`src/rtl/digest_serializer.sv`:
```
// Egress stage for the SHA-256 accelerator: takes a finished digest in one handshake
// and streams it out one word per handshake, H0 first, with a last-word flag.
module digest_serializer #(
    parameter int WIDTH     = 32,
    parameter int NUM_WORDS = 8
) (
    input  logic                       clk,
    input  logic                       rst,
    input  logic                       load_valid,
    output logic                       load_ready,
    input  logic [WIDTH*NUM_WORDS-1:0] load_data,
    output logic                       out_valid,
    input  logic                       out_ready,
    output logic [WIDTH-1:0]           out_data,
    output logic                       out_last
);
    // state | meaning
    // IDLE  | no digest held, load_ready high
    // SEND  | word idx presented on out_data, out_valid high

    localparam int TOTAL = WIDTH * NUM_WORDS;
    localparam int IDX_W = $clog2(NUM_WORDS);
    localparam logic [IDX_W-1:0] LAST_IDX = IDX_W'(NUM_WORDS - 1);

    typedef enum logic {
        IDLE = 1'b0,
        SEND = 1'b1
    } state_t;

    state_t           state;
    state_t           state_nxt;
    logic [TOTAL-1:0] buffer;
    logic [IDX_W-1:0] idx;
    logic             load_fire;
    logic             out_fire;
    logic             last_fire;

    assign load_fire = load_valid && load_ready;
    assign out_fire  = out_valid && out_ready;
    assign last_fire = out_fire && (idx == LAST_IDX);

    always_ff @(posedge clk) begin
        if (rst) begin
            state <= IDLE;
        end else begin
            state <= state_nxt;
        end
    end

    always_comb begin
        state_nxt = state;
        case (state)
            IDLE:    if (load_fire) state_nxt = SEND;
            SEND:    if (last_fire) state_nxt = IDLE;
            default: state_nxt = IDLE;
        endcase
    end

    // Flags decode from the state register only, so no input reaches an output combinationally.
    always_comb begin
        load_ready = (state == IDLE);
        out_valid  = (state == SEND);
    end

    // The buffer shifts towards the MSB so the next word is always its top slice.
    always_ff @(posedge clk) begin
        if (rst) begin
            buffer   <= '0;
            idx      <= '0;
            out_data <= '0;
            out_last <= 1'b0;
        end else if (load_fire) begin
            out_data <= load_data[TOTAL-1 -: WIDTH];
            buffer   <= load_data << WIDTH;
            idx      <= '0;
            out_last <= 1'b0;
        end else if (last_fire) begin
            out_last <= 1'b0;
        end else if (out_fire) begin
            out_data <= buffer[TOTAL-1 -: WIDTH];
            buffer   <= buffer << WIDTH;
            idx      <= idx + 1'b1;
            out_last <= (idx == LAST_IDX - 1'b1);
        end
    end

endmodule

```
`config.mk`:
```
export PLATFORM = sky130hd
export DESIGN_NAME = digest_serializer
export DESIGN_NICKNAME = d
export VERILOG_FILES = /design/src/rtl/digest_serializer.sv
export SDC_FILE = /design/constraint.sdc
export NUM_CORES = 1
export LEC_CHECK = 0
export BUFFER_PORTS_ARGS = -buffer_cell sky130_fd_sc_hd__buf_4
export CAP_MARGIN = 20
export CORE_MARGIN = 5
export CORE_UTILIZATION = 28
export DETAILED_ROUTE_END_ITERATION = 6
export PLACE_DENSITY = 0.51
export SYNTH_ARGS = -nofsm -noshare
export SYNTH_HDL_FRONTEND = slang
export SYNTH_SLANG_ARGS = --single-unit
```
`constraint.sdc`:
```
create_clock -name clk -period 2.3 [get_ports clk]
set_input_delay 0.115 -clock clk [delete_from_list [all_inputs] [get_ports clk]]
set_output_delay 0.115 -clock clk [all_outputs]
set_load 0.02 [all_outputs]
```
==> results of run 1 <==
## per-layer routing
metal | track usage | wire length (µm)
met5 | 0 | 0
met4 | 0.0437 | 884
met3 | 0.0242 | 1970
met2 | 0.262 | 17300
met1 | 0.256 | 19500
## cell usage in the layout, fill, tap and decap left out, types with 2 or more instances in the layout
| master | instances |
|---|---|
| nand3_1 | 32 |
| dlygate4sd3_1 | 257 |
| buf_4 | 313 |
| dfxtp_1 | 261 |
| clkbuf_16 | 31 |
| clkinvlp_4 | 2 |
| inv_1 | 2 |
| buf_12 | 24 |
| nor2_1 | 226 |
| nor3_1 | 3 |
| diode_2 | 3 |
| clkbuf_8 | 6 |
| bufinv_16 | 2 |
| a211oi_1 | 217 |
| nand2_1 | 258 |
| ha_1 | 3 |
| clkbuf_1 | 11 |
| a21oi_1 | 257 |
| clkinv_2 | 3 |
| a211oi_2 | 7 |
## Yosys cell counts (2+ instances only)
| master | number |
|---|---|
| a211oi_1 | 217 |
| a211oi_2 | 7 |
| a21oi_1 | 257 |
| buf_1 | 8 |
| buf_2 | 53 |
| buf_4 | 3 |
| buf_6 | 22 |
| clkbuf_1 | 53 |
| dfxtp_1 | 261 |
| ha_1 | 3 |
| inv_1 | 2 |
| nand2_1 | 258 |
| nand3_1 | 32 |
| nor2_1 | 226 |
| nor3_1 | 3 |
## power by group through the flow
stage	combinational (µW)	sequential, µW	clock [µW]
2_1_floorplan	1040	5220	0
3_3_place_gp	1850	5240	0
3_5_place_dp	1870	5250	0
4_1_cts	2240	5150	4930
5_1_grt	2460	5190	5100
6_report	2230	5150	4790
## logic make-up (layout without fill, tap and decap cells)
| kind of cell | after synthesis | count (layout) | share of synthesized area |
|---|---|---|---|
| AND/OR/NAND/NOR | 524 | 524 | 0.182 |
| AO/OA/AOI/OAI | 483 | 483 | 0.272 |
| flip-flops | 261 | 261 | 0.470 |
| buffers and inverters | 142 | 652 | 0.0708 |
| adder cells (fa/ha/maj) | 3 | 3 | 0.00338 |
| XOR/XNOR | 1 | 1 | 0.000788 |
| multiplexers | 1 | 1 | 0.000900 |
| other | 0 | 3 | 0 |
## final cells by class
class	instances	area, µm²
inverter	2	7.51
antenna	3	7.51
clock inverter	7	90.1
sequential	261	5230
multi-input combinational	1012	5120
tap	525	657
clock buffer	48	900
fill	3840	22100
timing repair buffer	595	5420
## worst reg2reg max path, stage by stage (launching register included)
cell and delay, ns:
dfxtp_1 0.34, ha_1 0.20, ha_1 0.21, and3b_4 0.36, buf_12 0.26, buf_4 0.25, a21oi_1 0.08, a211oi_1 0.24
## sequential cells by signal (all words and copies together) (netlist names)
name / flops
idx: 3
out_last: 1
buffer: 224
out_valid: 1
out_data: 32
## worst paths after layout
kind	slack, ns	end	cells past startpoint	from
max	0.26	buffer[117]	7	idx[0]
min reg2reg	0.46	buffer[240]	2	buffer[240]
max reg2reg	0.26	buffer[117]	7	idx[0]
min	0.02	buffer[57]	2	rst
## through the flow
stage	utilization	power, µW	instance area (µm²)	setup slack [ns]	cells
floorplan	-	6260	11100	0.649	1415
global placement	0.350	7100	13900	0.346	2138
detailed placement	0.350	7110	13900	0.291	2138
CTS	0.440	12300	17400	0.252	2450
global route	0.441	12700	17400	0.118	2452
finish	0.441	12200	17400	0.255	2453
==> impl_metrics.yaml, run 1 <==
detailed_routing:
  drc: 0
  ant_nets: 0
  first_pass_iters: 5
  drt_iter0_drc: 768
  routed-via-count: 11500
  wire_per_inst_um: 16.2
  avgViaCountPerCell: 4.70
  finalWirelength_um: 39700
floorplan:
  io_pins: 295
  row_count: 73
  dieArea_um2: 43800
  die_x_um: 209
  start_util: 0.281
  die_height_um: 209
  coreArea_um2: 39500
clock_network:
  clock_latency_ns: 0.56
  clkTransAtPathRegs_ns: 0.06
  clock-root-buffer: "clkbuf_16"
  postCtsSetupBuffers: 0
  cts_tree: "yes"
  clock-sinks: 261
  cts_buffer_depth: 3
  numCtsBuffers: 30
  htree_levels: 1
  cts_resized: 0
  cts_hold_buf: 257
sta:
  max_slew_margin: 0.596
  finalMaxSlewViolations: 0
  period_minus_slack_ns: 2.04
  rsz0062_at_grt: "false"
  setup_viol: 0
  fin_setup_tns_ns: 0
  hold_viol: 0
  fin_skew_ns: 0.0190
  tightest_slew_ns: 0.606
  whs_ns: 0.0152
  post-route-period-util: 0.889
  max_freq_ghz: 0.489
setup_path:
  path_buf_inv: 2
  cp_max_fo: 49
  crit_arrival_ns: 2.50
  path_delay_family: "buffers and inverters"
  crit_path_start_kind: "register"
  critPathSlowestCell: "and3b_4"
  critPathRequiredTime_ns: 2.76
  critPathCaptureType: "register"
  path_cells: "ha_1 -> ha_1 -> and3b_4 -> buf_12 -> buf_4 -> a21oi_1 -> a211oi_1"
  cp_slowest_stage_delay_ns: 0.36
  crit_type: "reg2reg"
  cpMostUsedCell: "ha_1"
pwr:
  p_switching_uw: 3230
  p_leak_uw: 0.00705
  p_seq_frac: 0.423
  switching_share: 0.266
  power_frac_clock: 0.394
  p_int_uw: 8930
  p_comb_frac: 0.183
  ir_drop_mv: 0.445
  powerDensity_nw_per_um2: 698
hold_path:
  hold_class: "in2reg"
global_route:
  antenna_found_initial: 2
  grt_pass1_wl_um: 63400
  grt_max_degree: 83
  grt_pass1_vias: 11600
  grt_usage: 0.172
  grt-ovfl-total: 0
synth:
  synth_flop_cell: "dfxtp_1"
  postSynthCellCount: 1415
  synth_top_area_cell: "dfxtp_1"
  synthesis.area_um2: 11100
  netlist.area_leader.share: 0.470
  synth-edff-count: 0
  synth_nets: 1678
  seq_area_frac_synth: 0.470
  yosys_warnings: 0
  synthArstFlopShare: 0
  syn_avg_cell_area_um2: 7.86
  ys_ff_latch: 261
  synth_area_leaders: "dfxtp_1, a211oi_1, a21oi_1"
  synthDistinctLibCells: 25
place:
  io_buffers: 294
  post-dp-hpwl_um: 25400
  gp_congestion: 0.778
run:
  max_cap_violations: 0
final_layout:
  drive_gt1_frac: 0.204
  nets: 2165
  area.growth.synth_to_final_pct: 56.8
outcome:
  outcome: "completed"
Power figures use the tool's default switching activity.
==> inputs of run 2 (changes only) <==
REMOVE_ABC_BUFFERS = 1   (was unset)
==> run 2 against run 1 <==
  * Sequential share of layout area about the same
  * Clock-buffer cell count fell by 3
  * Routed wire length shrank 6.6%
  * Power up 1.6%
  * Utilization about the same
  * Worst hold slack better by 0.077 ns
  * Global-route usage is 1.2 points lower
  * Sequential power shrank 0.8%
  * Maximum frequency rose by 4.8%
  * Register-to-register slack improved by 0.09 ns
  * First-iteration DRC count shrank 21%
  * Critical endpoint is now out_data[30]
==> impl_metrics.yaml, run 2 (synthesis results as in run 1) <==
floorplan:
  die_height_um: 209
  die_x_um: 209
  row_count: 73
  start_util: 0.281
  io_pins: 295
  dieArea_um2: 43800
  coreArea_um2: 39500
final_layout:
  finalCoreUtilization: 0.441
  drive_gt1_frac: 0.203
  final_area_um2: 17400
  final-seq-area_um2: 5230
  reg_top3: "buffer (224), out_data (32), idx (3)"
  final_common_cell: "buf_4"
  largest_reg_flops: 224
  layout_common_cells: "buf_4, dfxtp_1, nand2_1, dlygate4sd3_1, a21oi_1"
  top_register: "buffer"
  area.growth.synth_to_final_pct: 56.7
  multi_input_area_um2: 5120
  nets: 2159
  nFillCells: 3887
detailed_routing:
  ant_nets: 0
  finalWirelength_um: 37100
  wire_per_inst_um: 15.2
  routed-via-count: 11600
  drc: 0
  first_pass_iters: 7
  drt_iter0_drc: 606
  avgViaCountPerCell: 4.75
global_route:
  grt_use_met2: 0.271
  grt_max_degree: 93
  grt_pass1_wl_um: 60000
  gr-usage-met3: 0.0245
  grt-ovfl-total: 0
  busiest_layer: "met2"
  grt_pass1_vias: 11600
  grt_usage: 0.160
  met1_usage: 0.214
  antenna_found_initial: 2
place:
  io_buffers: 294
  gp_congestion: 0.738
  post-dp-hpwl_um: 22300
  dp_slack_ns: 0.352
  place_area_um2: 13800
run:
  max_cap_violations: 0
setup_path:
  critPathSlowestCell: "and3b_4"
  crit_path_start_kind: "register"
  cp_slowest_stage_delay_ns: 0.35
  critPathCaptureType: "register"
  cp_max_fo: 34
  crit_arrival_ns: 2.42
  path_cells: "ha_1 -> ha_1 -> and3b_4 -> buf_12 -> buf_12 -> a21oi_1 -> a211oi_1"
  critPathRequiredTime_ns: 2.77
  crit_type: "reg2reg"
  path_buf_inv: 2
  path_delay_family: "adder cells"
clock_network:
  clock-sinks: 261
  clkTransAtPathRegs_ns: 0.06
  numCtsBuffers: 31
  cts_resized: 0
  cts_tree: "yes"
  cts_buffer_depth: 3
  clock_latency_ns: 0.56
  clock-root-buffer: "clkbuf_16"
  htree_levels: 1
sta:
  setup_ws_ns: 0.349
  max_freq_ghz: 0.513
  period_minus_slack_ns: 1.95
  post-route-period-util: 0.848
  max_slew_margin: 0.663
  fin_setup_tns_ns: 0
  finalMaxSlewViolations: 0
  tightest_slew_ns: 0.506
  setup_viol: 0
  rsz0062_at_grt: "false"
  hold_viol: 0
  fin_skew_ns: 0.0149
pwr:
  ir_drop_mv: 0.546
  p_leak_uw: 0.00705
  powerDensity_nw_per_um2: 710
outcome:
  outcome: "completed"
hold_path:
  hold_class: "in2reg"
==> run 2: cell types whose count changed in the layout (fill, tap and decap cells not counted), moves of 2 or more <==
cell      before  now
buf_4        313  307
buf_12        24   22
clkbuf_8       6    9
diode_2        3    1
clkbuf_1      11    5
clkinv_4       0    2
==> run 2: area by class of cell <==
| cell class | instances | area share |
|---|---|---|
| clock buffers | 45 | 0.0527 |
| well taps | 525 | 0.0377 |
| flip-flops and latches | 261 | 0.300 |
| repair buffers | 588 | 0.307 |
| multi-input cells | 1012 | 0.294 |
| inverters | 2 | 0.000431 |
| clock inverters | 10 | 0.00833 |
| diodes | 1 | 0.000144 |
==> run 2: worst paths after layout <==
check | cells after the start | start | end | slack (ns)
setup / recovery | 7 | idx[0] | out_data[30] | 0.35
hold reg to reg | 2 | buffer[76] | buffer[76] | 0.46
setup reg to reg | 7 | idx[0] | out_data[30] | 0.35
hold / removal | 5 | load_valid | buffer[84] | 0.09
==> run 2: where the power goes <==
part	switching (µW)	internal (µW)	leakage (µW)
Clock	1970	3100	0.000522
Sequential	197	4910	0.00216
Combinational	1070	1120	0.00437
Total	3230	9130	0.00705
==> run 2: worst register-to-register path, stage by stage (launching register included) <==
cell,delay [ns]
dfxtp_1,0.33
ha_1,0.21
ha_1,0.21
and3b_4,0.35
buf_12,0.19
buf_12,0.23
a21oi_1,0.12
a211oi_1,0.24
==> run 2: metal layers <==
layer	wire (µm)	share of wire
met1	16500	0.45
met2	18100	0.49
met3	1470	0.040
met4	990	0.027
met5	7	0.00019
==> run 2: stage by stage <==
stage / instances / total power (µW) / hold WS, ns
floorplan: 1275 / 6380 / 0.180
global placement: 2130 / 7010 / 0.373
detailed placement: 2130 / 7040 / 0.377
CTS: 2443 / 12500 / 0.0545
global route: 2444 / 13000 / 0.0794
finish: 2444 / 12400 / 0.0923
==> run 2: timing repair <==
action	4_1_cts	5_1_grt
buffers inserted	0	0
hold buffers	258	0
hold endpoints to repair	258	0
